--- src/rtl/spr_shp_window_gen.sv ---
// Sharpening window generator: turns a stream of 4-pixel groups into 6-pixel
// windows (left neighbour, the group itself, right neighbour) per RGB channel.
module spr_shp_window_gen (
  input  logic        clk,
  input  logic        rst_n,
  input  logic        i_hs,
  input  logic        i_vs,
  input  logic        i_de,
  input  logic [47:0] in_r,
  input  logic [47:0] in_g,
  input  logic [47:0] in_b,
  output logic        o_hs,
  output logic        o_vs,
  output logic        o_de,
  output logic [71:0] win_r,
  output logic [71:0] win_g,
  output logic [71:0] win_b,
  output logic [10:0] o_grp_idx
);

  localparam int unsigned PIX_W = 12;
  localparam int unsigned GRP_W = 4 * PIX_W;
  localparam int unsigned IDX_W = 11;
  localparam int unsigned LAST_LO = GRP_W - PIX_W;

  typedef enum logic {EMPTY = 1'b0, HOLD = 1'b1} state_t;

  state_t             state_q;
  state_t             state_d;
  logic               armed_q;
  logic               hs_d1;
  logic               vs_d1;
  logic [GRP_W-1:0]   hold_r;
  logic [GRP_W-1:0]   hold_g;
  logic [GRP_W-1:0]   hold_b;
  logic [PIX_W-1:0]   prev_r;
  logic [PIX_W-1:0]   prev_g;
  logic [PIX_W-1:0]   prev_b;
  logic [IDX_W-1:0]   cnt_q;

  logic               vs_rise_c;
  logic               capture_c;
  logic               issue_c;
  logic [PIX_W-1:0]   nxt_r_c;
  logic [PIX_W-1:0]   nxt_g_c;
  logic [PIX_W-1:0]   nxt_b_c;

  // Decode: a frame start overrides everything and silently drops the held group.
  always_comb begin
    vs_rise_c = i_vs & ~vs_d1;
    capture_c = 1'b0;
    issue_c   = 1'b0;
    if (!vs_rise_c) begin
      case (state_q)
        EMPTY: capture_c = i_de & armed_q;
        HOLD: begin
          issue_c   = 1'b1;
          capture_c = i_de;
        end
        default: ;
      endcase
    end
    state_d = capture_c ? HOLD : EMPTY;
    // Right neighbour comes from the incoming group, or replicates the edge on flush.
    nxt_r_c = i_de ? in_r[PIX_W-1:0] : hold_r[GRP_W-1:LAST_LO];
    nxt_g_c = i_de ? in_g[PIX_W-1:0] : hold_g[GRP_W-1:LAST_LO];
    nxt_b_c = i_de ? in_b[PIX_W-1:0] : hold_b[GRP_W-1:LAST_LO];
  end

  always_ff @(posedge clk or negedge rst_n) begin
    if (!rst_n) begin
      state_q   <= EMPTY;
      armed_q   <= 1'b0;
      hs_d1     <= 1'b0;
      vs_d1     <= 1'b0;
      o_hs      <= 1'b0;
      o_vs      <= 1'b0;
      o_de      <= 1'b0;
      win_r     <= '0;
      win_g     <= '0;
      win_b     <= '0;
      o_grp_idx <= '0;
      cnt_q     <= '0;
      hold_r    <= '0;
      hold_g    <= '0;
      hold_b    <= '0;
      prev_r    <= '0;
      prev_g    <= '0;
      prev_b    <= '0;
    end else begin
      hs_d1   <= i_hs;
      vs_d1   <= i_vs;
      o_hs    <= hs_d1;
      o_vs    <= vs_d1;
      o_de    <= issue_c;
      state_q <= state_d;

      // Only a line whose start was seen (i_de low first) may open a new window run.
      if (vs_rise_c)
        armed_q <= 1'b0;
      else if (!i_de)
        armed_q <= 1'b1;

      if (issue_c) begin
        win_r     <= {nxt_r_c, hold_r, prev_r};
        win_g     <= {nxt_g_c, hold_g, prev_g};
        win_b     <= {nxt_b_c, hold_b, prev_b};
        o_grp_idx <= cnt_q;
      end

      if (capture_c && (state_q == EMPTY))
        cnt_q <= '0;
      else if (issue_c)
        cnt_q <= cnt_q + IDX_W'(1);

      if (capture_c) begin
        hold_r <= in_r;
        hold_g <= in_g;
        hold_b <= in_b;
        prev_r <= (state_q == HOLD) ? hold_r[GRP_W-1:LAST_LO] : in_r[PIX_W-1:0];
        prev_g <= (state_q == HOLD) ? hold_g[GRP_W-1:LAST_LO] : in_g[PIX_W-1:0];
        prev_b <= (state_q == HOLD) ? hold_b[GRP_W-1:LAST_LO] : in_b[PIX_W-1:0];
      end
    end
  end

endmodule

--- config.mk ---
export PLATFORM = sky130hd
export DESIGN_NAME = spr_shp_window_gen
export DESIGN_NICKNAME = d
export VERILOG_FILES = /design/src/rtl/spr_shp_window_gen.sv
export SDC_FILE = /design/constraint.sdc
export NUM_CORES = 1
export LEC_CHECK = 0
export CORE_UTILIZATION = 50
export DETAILED_ROUTE_END_ITERATION = 6
export PLACE_DENSITY = 0.78
export SLEW_MARGIN = 20
export SYNTH_ARGS = -nofsm -noshare
export SYNTH_HDL_FRONTEND = slang
export SYNTH_SLANG_ARGS = --single-unit
--- constraint.sdc ---
create_clock -name clk -period 2.14 [get_ports clk]
set_clock_uncertainty 0.1 [all_clocks]
set_input_delay 0.428 -clock clk [delete_from_list [all_inputs] [get_ports clk]]
set_output_delay 0.428 -clock clk [all_outputs]
set_load 0.01 [all_outputs]
Word level (Yosys, flattened, before mapping)
Index checks and enable logic that the tools add are counted.
{"block": "classes", "n_eq_ne": 1, "n_mux": 15, "n_reduce_logical": 2, "add_sub_neg": 1, "bitwise": 4}
{"cell": "$mux W12", "count": 6}
{"cell": "$mux W11", "count": 2}
{"cell": "$add A11 B1 Y11 const B", "count": 1}
{"cell": "$mux W1", "count": 6}
{"cell": "$and A1 B1 Y1", "count": 2}
{"cell": "$ne A2 B1 Y1 const B", "count": 1}
{"cell": "$not A1 Y1", "count": 2}
{"cell": "$pmux W1 S2", "count": 1}
{"cell": "$reduce_bool A2 Y1", "count": 1}
{"cell": "$logic_and A1 B1 Y1", "count": 1}
{"block": "word_totals", "reg_bits": 425, "out_inout_bits": 230}

Depth between registers and ports, before layout
Gate-level depths: netlist (run 1).
{"block": "logic_depth", "depth_word": 5, "depth_mapped": 8, "mapped_depth_nobuf": 5}

Worst setup path after synthesis (run 1)
OpenSTA, ideal clock, no wires.
{"block": "synth_timing", "kind": "register to register", "start": "reg vs_d1", "end": "reg hold_g[18]", "period_less_slack_ns": 1.647, "n_path_buf": 3, "stages_incl_launch_ff": 7, "setup_slack_ns": 0.493, "arrival_ns": 1.422, "cell_sequence": "dfrtp_1 -> nand2b_1 -> nand3b_4 -> buf_4 -> buf_6 -> buf_6 -> mux2_4"}
{"block": "synth_between", "elab_chain_len": 3}
{"item": "from (decl)", "line": "32", "text": "logic vs_d1;"}
{"item": "from (signal assigned)", "line": "92", "text": "vs_d1 <= i_vs;"}
{"item": "$not A1 Y1", "line": "50", "text": "vs_rise_c = i_vs & ~vs_d1;"}
{"item": "$and A1 B1 Y1", "line": "50"}
{"item": "$mux W1", "line": "53", "text": "if (!vs_rise_c) begin"}
{"item": "to (signal assigned)", "line": "118", "text": "hold_g <= in_g;"}
{"item": "to (decl)", "line": "34", "text": "logic [GRP_W-1:0] hold_g;"}
No other way between the ends.
A chain may end at the register's enable or synchronous reset.

Final worst setup path (run 1)
{"block": "layout_timing", "start": "reg win_g[59]", "end": "out win_g[59]"}
{"item": "from (decl)", "line": "16", "text": "output logic [71:0] win_g,"}
{"item": "from (signal assigned)", "line": "106", "text": "win_g <= {nxt_g_c, hold_g, prev_g};"}
No word-level cell between the ends.

==> flow_summary.toml, run 1 <==
[sta]
worstMarginPinSlew_ns = 0.432
hold_viol_final = 0
period_needed_ns = 2.05
relSlewSlack = 0.712
finalMaxSlewViolations = 0
setup_tns_ns = 0
rsz0062_at_grt = "false"
finalCritPeriodShare = 0.957
fmax_mhz = 489
setup_viol = 0
worst_slack_ns = 0.0929

[synth]
synth_simple_gate_area_frac = 0.155
synth_top_area_frac = 0.632
syn-cell-area_um2 = 16800
synth-main-ff-cell = "dfrtp_1"
synth_edf_count = 0
yosys.area_share.xor_xnor = 0.00156
yosysUniqueCellTypes = 28
yosysSeqAreaShare = 0.632
synth_top_family_by_area = "multiplexers"
synth-adder-area-share = 0.000743
ys_ff_latch = 425
yosysWarnings = 0
synthArstFlopShare = 1.00
synthTopCellsByCount = "nand2_1, dfrtp_1, mux2_4"
synth_compound_area_frac = 0.0252
synthMuxAreaShare = 0.158
syn_area_per_cell_um2 = 11.2
yosysMostFrequentCell = "nand2_1"
yosys.area.top_type = "dfrtp_1"
synth_fp_nets = 1647
syn_inst = 1497
ys_top_cells_by_area = "dfrtp_1, nand2_1, mux2_4"

[worst_hold_path]
holdPathStages = 2
hold_path_class = "primary input to register"

[worst_setup_path]
path_cells = "clkdlybuf4s50_1"
cp_data_arrival_time_ns = 1.52
worstSetupPathType = "register to primary output"
critPathRequiredTime_ns = 1.61
critPathTopFamily = "buffers and inverters"
crit_fanout = 2
cp_num_buf_inv = 1
crit_cells = 1
cp_slowest_cell = "clkdlybuf4s50_1"
crit_path_max_incr_delay_ns = 0.62
rr_worst_depth = 5
start_kind = "register"
critPathCaptureType = "primary output"

[placement]
port_buffers = 378
place.gp.congestion = 0.840
hpwl_um = 30700
post-place-ws_ns = 0.0320

[global_route]
globalRoute.totalOverflow = 0
grt_use_total = 0.261
grt_pass1_vias = 13100
antenna_found_initial = 1
grt_max_degree = 66
grt_pass1_wl_um = 69700

[cts]
clock_path_buffers = 3
clkTransAtPathRegs_ns = 0.06
clk_latency_ns = 0.54
ctsRootBufferMaster = "clkbuf_16"
h-tree-depth = 2
cts_tree = "built"
cts.sinks = 425
cts_made_buffers = 44

[power_and_ir_drop]
finalPower_mw = 25.0
max-vdd-ir-drop_uv = 729
powerDensity_nw_per_um2 = 1080
p_leak_nw = 11.2

[floorplan]
dieWidth_um = 185
rows = 66
io_pins = 379
dieArea_um2 = 34400
die_h_um = 185
core_um2 = 32900
initial_core_util = 0.512

[status]
status = "complete, no violations"

[routing]
drt_first_pass_iters = 5
num_vias = 12300
routed_wl_um = 44200
viasPerCell = 5.16
drc_errors = 0
drt_iter0_drc = 703
wire_per_inst_um = 18.6
detail-route-antenna-nets = 0

[final_layout]
nNetsFinal = 2056
final_core_util = 0.702
fill_cells = 2379
syn2layout_area_growth_pct = 37.2
drive_gt1_frac = 0.147

[flow_run]
cap_violations = 0
==> what timing repair did <==
item	in CTS	in global routing
endpoints found under the hold margin	30	0
hold buffers	1	0
gates resized for setup	1	0
setup endpoints to repair	1	0
setup buffers	0	0
==> metrics by stage <==
step | hold slack, ns | std cells | area [um2]
detailed placement | 0.237 | 2301 | 21600
finish | 0.192 | 2382 | 23100
floorplan | 0.0324 | 1497 | 16800
global placement | 0.237 | 2301 | 21600
CTS | 0.157 | 2380 | 23100
global route | 0.169 | 2381 | 23100
==> worst paths after layout <==
path | endpoint | from | slack, ns
setup / recovery | win_g[59] | win_g[59]$_DFFE_PN0P_ | 0.09
hold / removal | armed_q$_DFFE_PN0P_ | i_de | 0.19
setup reg to reg | cnt_q[2]$_DFFE_PN0P_ | state_q$_DFF_PN0_ | 0.45
hold reg to reg | o_hs$_DFF_PN0_ | hs_d1$_DFF_PN0_ | 0.25
max in group asynchronous | state_q$_DFF_PN0_ | rst_n | 0.88
min in group asynchronous | prev_r[9]$_DFFE_PN0P_ | rst_n | 0.31
==> routing by layer <==
layer	routed length [um]	vias to the layer above	global-route usage
met5	0	-	0
met4	2140	0	0.124
met2	21300	383	0.430
li1	-	5637	-
met3	3160	112	0.0700
met1	17600	6157	0.321
==> cell usage in the layout (no fill, tap or decap), types with 2 or more instances in the layout <==
cell,count
o21ai_0,75
clkinv_2,6
bufinv_16,2
clkdlybuf4s50_1,375
a21oi_1,5
nand4_1,3
buf_4,35
dfrtp_1,424
buf_12,33
mux2_2,68
clkbuf_8,12
clkbuf_1,12
inv_6,2
nand3_1,4
mux2i_1,75
xnor2_1,3
inv_1,2
nor3_1,4
nor2_1,9
nand2_1,652
diode_2,2
mux2_4,76
clkbuf_16,44
==> layout make-up <==
cell class              count  area (um2)  area share
flip-flops and latches    425       10600       0.461
multi-input cells         985        5730       0.248
repair buffers            447        4720       0.204
clock buffers              68        1310      0.0568
well taps                 442         553      0.0240
clock inverters            10         115     0.00499
inverters                   3        16.3    0.000705
diodes                      2        5.00    0.000217
==> state kept, by name (all words and copies together), names as in the netlist, 12 cells and up <==
| name | flops |
|---|---|
| prev_r | 12 |
| hold_g | 48 |
| win_r | 72 |
| prev_g | 12 |
| win_g | 72 |
| hold_b | 48 |
| hold_r | 48 |
| win_b | 72 |
| prev_b | 12 |
==> kinds of logic after synthesis <==
family	Yosys count
compound gates	83
xor+xnor	3
fa+ha+maj	1
buf+inv	87
flops	425
mux	219
simple gates	679
==> power by group <==
group / total, mW / switching, mW / internal (mW)
Sequential: 11.1 / 1.22 / 9.90
Combinational: 6.41 / 2.82 / 3.59
Clock: 7.51 / 3.06 / 4.45
(Power assumes the default switching activity.)
==> run 2, diff against run 1 <==
clock period = 2 ns   (was 2.14 ns; I/O delays follow)
==> flow_summary.toml, run 2 (synthesized netlist as in run 1, its figures left out) <==
[final_layout]
layout_commonest_cell = "nand2_1"
syn2layout_area_growth_pct = 38.6
finalNonFillerCells = 2395
multi_input_area_um2 = 5730
regArea_um2 = 10600
reg_top3 = "win_b: 72 flops, win_g: 72 flops, win_r: 72 flops"
final_core_util = 0.710
nNetsFinal = 2070
final_cell_mix = "nand2_1, dfrtp_1, clkdlybuf4s50_1"
drive_gt1_frac = 0.156
design_area_um2 = 23300
fill_cells = 2314

[routing]
detail-route-antenna-nets = 0
num_vias = 12300
wire_per_inst_um = 18.3
drt_iter0_drc = 588
routed_wl_um = 43900
viasPerCell = 5.14
drc_errors = 0
drt_first_pass_iters = 4

[worst_setup_path]
cp-endpoint = "o_grp_idx[1]"
r2r_setup_slack_ns = 0.30
cp_data_arrival_time_ns = 1.48
cp_num_buf_inv = 1
worstSetupPathType = "register to primary output"
critPathRequiredTime_ns = 1.50
crit_path_max_incr_delay_ns = 0.56
crit_fanout = 2
cp_slowest_cell = "clkdlybuf4s50_1"
crit_cells = 1
critPathCaptureType = "primary output"
start_kind = "register"
path_cells = "clkdlybuf4s50_1"
r2r_start = "vs_d1$_DFF_PN0_"
critPathTopFamily = "buffers and inverters"
r2r-end = "hold_r[24]$_DFFE_PN0P_"
critPathLaunch = "o_grp_idx[1]$_DFFE_PN0P_"
rr_worst_depth = 5

[global_route]
antenna_found_initial = 1
grt_pass1_vias = 12700
grt_use_total = 0.257
globalRoute.totalOverflow = 0
grt_pass1_wl_um = 68600
grt_max_degree = 68

[cts]
cts_made_buffers = 45
ctsRootBufferMaster = "clkbuf_16"
clk_latency_ns = 0.53
clock_path_buffers = 3
cts_tree = "built"
h-tree-depth = 2
cts.sinks = 425
clkTransAtPathRegs_ns = 0.06

[floorplan]
die_h_um = 185
dieWidth_um = 185
io_pins = 379
core_um2 = 32900
initial_core_util = 0.512
dieArea_um2 = 34400
rows = 66

[sta]
finalMaxSlewViolations = 0
setup_tns_ns = 0
fmax_mhz = 504
finalCritPeriodShare = 0.992
hold_viol_final = 0
period_needed_ns = 1.98
setup_viol = 0
relSlewSlack = 0.685
worstMarginPinSlew_ns = 0.471

[power_and_ir_drop]
powerDensity_nw_per_um2 = 1150
max-vdd-ir-drop_uv = 831
p_leak_nw = 11.9

[worst_hold_path]
hold_path_class = "primary input to register"
holdPathStages = 2

[status]
status = "complete, no violations"

[flow_run]
cap_violations = 0

[placement]
dpl-instance-area_um2 = 21800
dp.cells = 2314
port_buffers = 378
hpwl_um = 30500
place.gp.congestion = 0.845
==> run 2: timing repair <==
item / CTS / global route
hold buffers: 1 / 0
buffers inserted: 0 / 0
setup endpoints to repair: 34 / 40
hold endpoints to repair: 176 / 0
gates resized for setup: 34 / 40
==> run 2: final cells by class <==
type                    count  area share
clock buffers              57      0.0532
multi-input cells         985       0.246
diodes                      1    0.000107
clock inverters            22     0.00998
flip-flops and latches    425       0.456
well taps                 442      0.0237
repair buffers            460       0.211
inverters                   3    0.000697
==> run 2: through the flow <==
step                      power (mW)  hold slack, ns  setup slack, ns
after CTS                       27.1           0.100         0.000427
after detailed placement        18.9           0.181           -0.104
final                           26.9           0.126           0.0166
after floorplan                 14.6         0.00441            0.353
after global placement          18.6           0.183          -0.0591
after global routing            28.2           0.113          -0.0264
==> run 2: power by group <==
group | switching [mW] | internal (mW)
Clock | 3.39 | 4.91
Sequential | 1.29 | 10.6
Combinational | 3.00 | 3.70
Total | 7.69 | 19.2
==> run 2: per-layer routing <==
layer / GRT usage / vias to the layer above / share of wire
met5: 0 / - / 0
met2: 0.421 / 426 / 0.49
li1: - / 5667 / -
met1: 0.324 / 6115 / 0.40
met3: 0.0693 / 95 / 0.078
met4: 0.100 / 0 / 0.039
==> run 2: worst min-delay path by stage <==
stage | from | to
CTS | i_de | armed_q$_DFFE_PN0P_
global route | i_de | armed_q$_DFFE_PN0P_
detailed placement | rst_n | o_hs$_DFF_PN0_
finish | i_de | armed_q$_DFFE_PN0P_
floorplan | rst_n | armed_q$_DFFE_PN0P_
global placement | rst_n | o_hs$_DFF_PN0_
==> run 3, diff against run 2 <==
HOLD_SLACK_MARGIN = 0.15   (was unset)
PLACE_DENSITY = 0.91   (was 0.78)
SLEW_MARGIN = 0   (was 20)
==> flow_summary.toml, run 3 (synthesized netlist as in run 1, its figures left out) <==
[status]
status = "complete, no violations"

[sta]
finalMaxSlewViolations = 0
relSlewSlack = 0.628
hold_viol_final = 0
period_needed_ns = 1.99
fmax_mhz = 504
setup_tns_ns = 0
setup_viol = 0
finalCritPeriodShare = 0.993
worstMarginPinSlew_ns = 0.557

[power_and_ir_drop]
p_comb_frac = 0.248
max-vdd-ir-drop_uv = 751
switchingPower_mw = 7.84
clockPowerShare = 0.307
p_leak_nw = 11.9
seqPwrFrac = 0.445
netSwitchingFraction = 0.289
finalPower_mw = 27.1
powerDensity_nw_per_um2 = 1180
power.internal_mw = 19.3

[final_layout]
multi_input_area_um2 = 5730
nNetsFinal = 2051
final_cell_mix = "nand2_1, dfrtp_1, clkdlybuf4s50_1"
regArea_um2 = 10600
drive_gt1_frac = 0.145
layout_commonest_cell = "nand2_1"
final_core_util = 0.702
syn2layout_area_growth_pct = 37.1
reg_top3 = "win_b: 72 flops, win_g: 72 flops, win_r: 72 flops"
fill_cells = 2091

[routing]
drc_errors = 0
drt_first_pass_iters = 7
num_vias = 12600
drt_iter0_drc = 853
viasPerCell = 5.31
routed_wl_um = 47600
wire_per_inst_um = 20.0
detail-route-antenna-nets = 0

[worst_setup_path]
critPathLaunch = "win_b[46]$_DFFE_PN0P_"
cp_data_arrival_time_ns = 1.49
critPathTopFamily = "buffers and inverters"
path_cells = "clkdlybuf4s50_1"
start_kind = "register"
critPathRequiredTime_ns = 1.50
r2r_start = "vs_d1$_DFF_PN0_"
worstSetupPathType = "register to primary output"
crit_path_max_incr_delay_ns = 0.57
cp_num_buf_inv = 1
critPathCaptureType = "primary output"
cp_slowest_cell = "clkdlybuf4s50_1"
crit_fanout = 2

[cts]
cts.sinks = 425
cts_tree = "built"
cts_made_buffers = 43
clk_latency_ns = 0.54
clkTransAtPathRegs_ns = 0.06
h-tree-depth = 2
ctsRootBufferMaster = "clkbuf_16"
clock_path_buffers = 3

[global_route]
antenna_found_initial = 3
grtUsageMet1 = 0.310
grt_pass1_vias = 13700
globalRoute.totalOverflow = 0
grt_use_total = 0.275
grt.met3_usage = 0.0843
grt_max_degree = 92
grt-busiest-layer = "met2"
use_met2 = 0.474
grt_pass1_wl_um = 73100

[floorplan]
io_pins = 379
dieArea_um2 = 34400
die_h_um = 185
dieWidth_um = 185
rows = 66
initial_core_util = 0.512
core_um2 = 32900

[worst_hold_path]
hold_path_class = "primary input to asynchronous set/reset pin"

[placement]
hpwl_um = 31600
port_buffers = 378
place.gp.congestion = 0.865

[flow_run]
cap_violations = 0
[run 3: cell count changes in the layout (fill, tap and decap cells not counted), moves of 4 or more]
| cell | delta |
|---|---|
| buf_12 | -14 |
| dlygate4sd2_1 | -13 |
| dlymetal6s2s_1 | +11 |
| clkinv_2 | -7 |
| clkbuf_1 | +5 |
| clkbuf_8 | +4 |
[run 3: area by class of cell]
type	count	area share
antenna	2	0.000217
clock buffer	64	0.0548
timing repair buffer	443	0.202
inverter	3	0.000705
clock inverter	12	0.00911
tap	442	0.0240
multi-input combinational	985	0.248
sequential	425	0.461
[run 3: what timing repair did]
action | in CTS | in global routing
setup endpoints to repair | 21 | 51
endpoints found under the hold margin | 425 | 0
setup buffers | 0 | 0
gates cloned | 0 | 0
hold buffers | 1 | 0
gates resized for setup | 21 | 51
[run 3: power by group through the flow]
stage | Sequential (mW) | Combinational [mW] | Clock [mW]
2_1_floorplan | 12.3 | 2.36 | 0
3_3_place_gp | 12.0 | 6.49 | 0
3_5_place_dp | 12.1 | 6.80 | 0
4_1_cts | 12.0 | 6.83 | 8.43
5_1_grt | 12.2 | 7.26 | 8.80
6_report | 12.1 | 6.73 | 8.33
[run 3: metrics by stage]
step                      instances  hold WS (ns)  worst slack, ns  area [um2]
after detailed placement       2297         0.187           -0.216       21500
after global routing           2375         0.215          -0.0170       23100
after CTS                      2374         0.216          0.00109       22900
final                          2376         0.232           0.0149       23100
after floorplan                1497       0.00441            0.353       16800
after global placement         2297         0.185           -0.133       21500
[run 3: worst paths after layout]
check,end,slack (ns),depth (start not counted)
worst max-delay path,win_b[46],0.01,1
worst min-delay path,win_r[19]$_DFFE_PN0P_,0.23,2
worst max register to register,win_r[27]$_DFFE_PN0P_,0.20,7
worst min register to register,o_hs$_DFF_PN0_,0.26,0
max in group asynchronous,win_g[50]$_DFFE_PN0P_,0.78,3
min in group clk,hs_d1$_DFF_PN0_,0.24,1
[run 3: metal layers]
layer | up-vias | routed length, um
li1 | 5628 | -
met1 | 6264 | 17000
met2 | 567 | 24100
met3 | 153 | 4260
met4 | 2 | 2150
met5 | - | 13
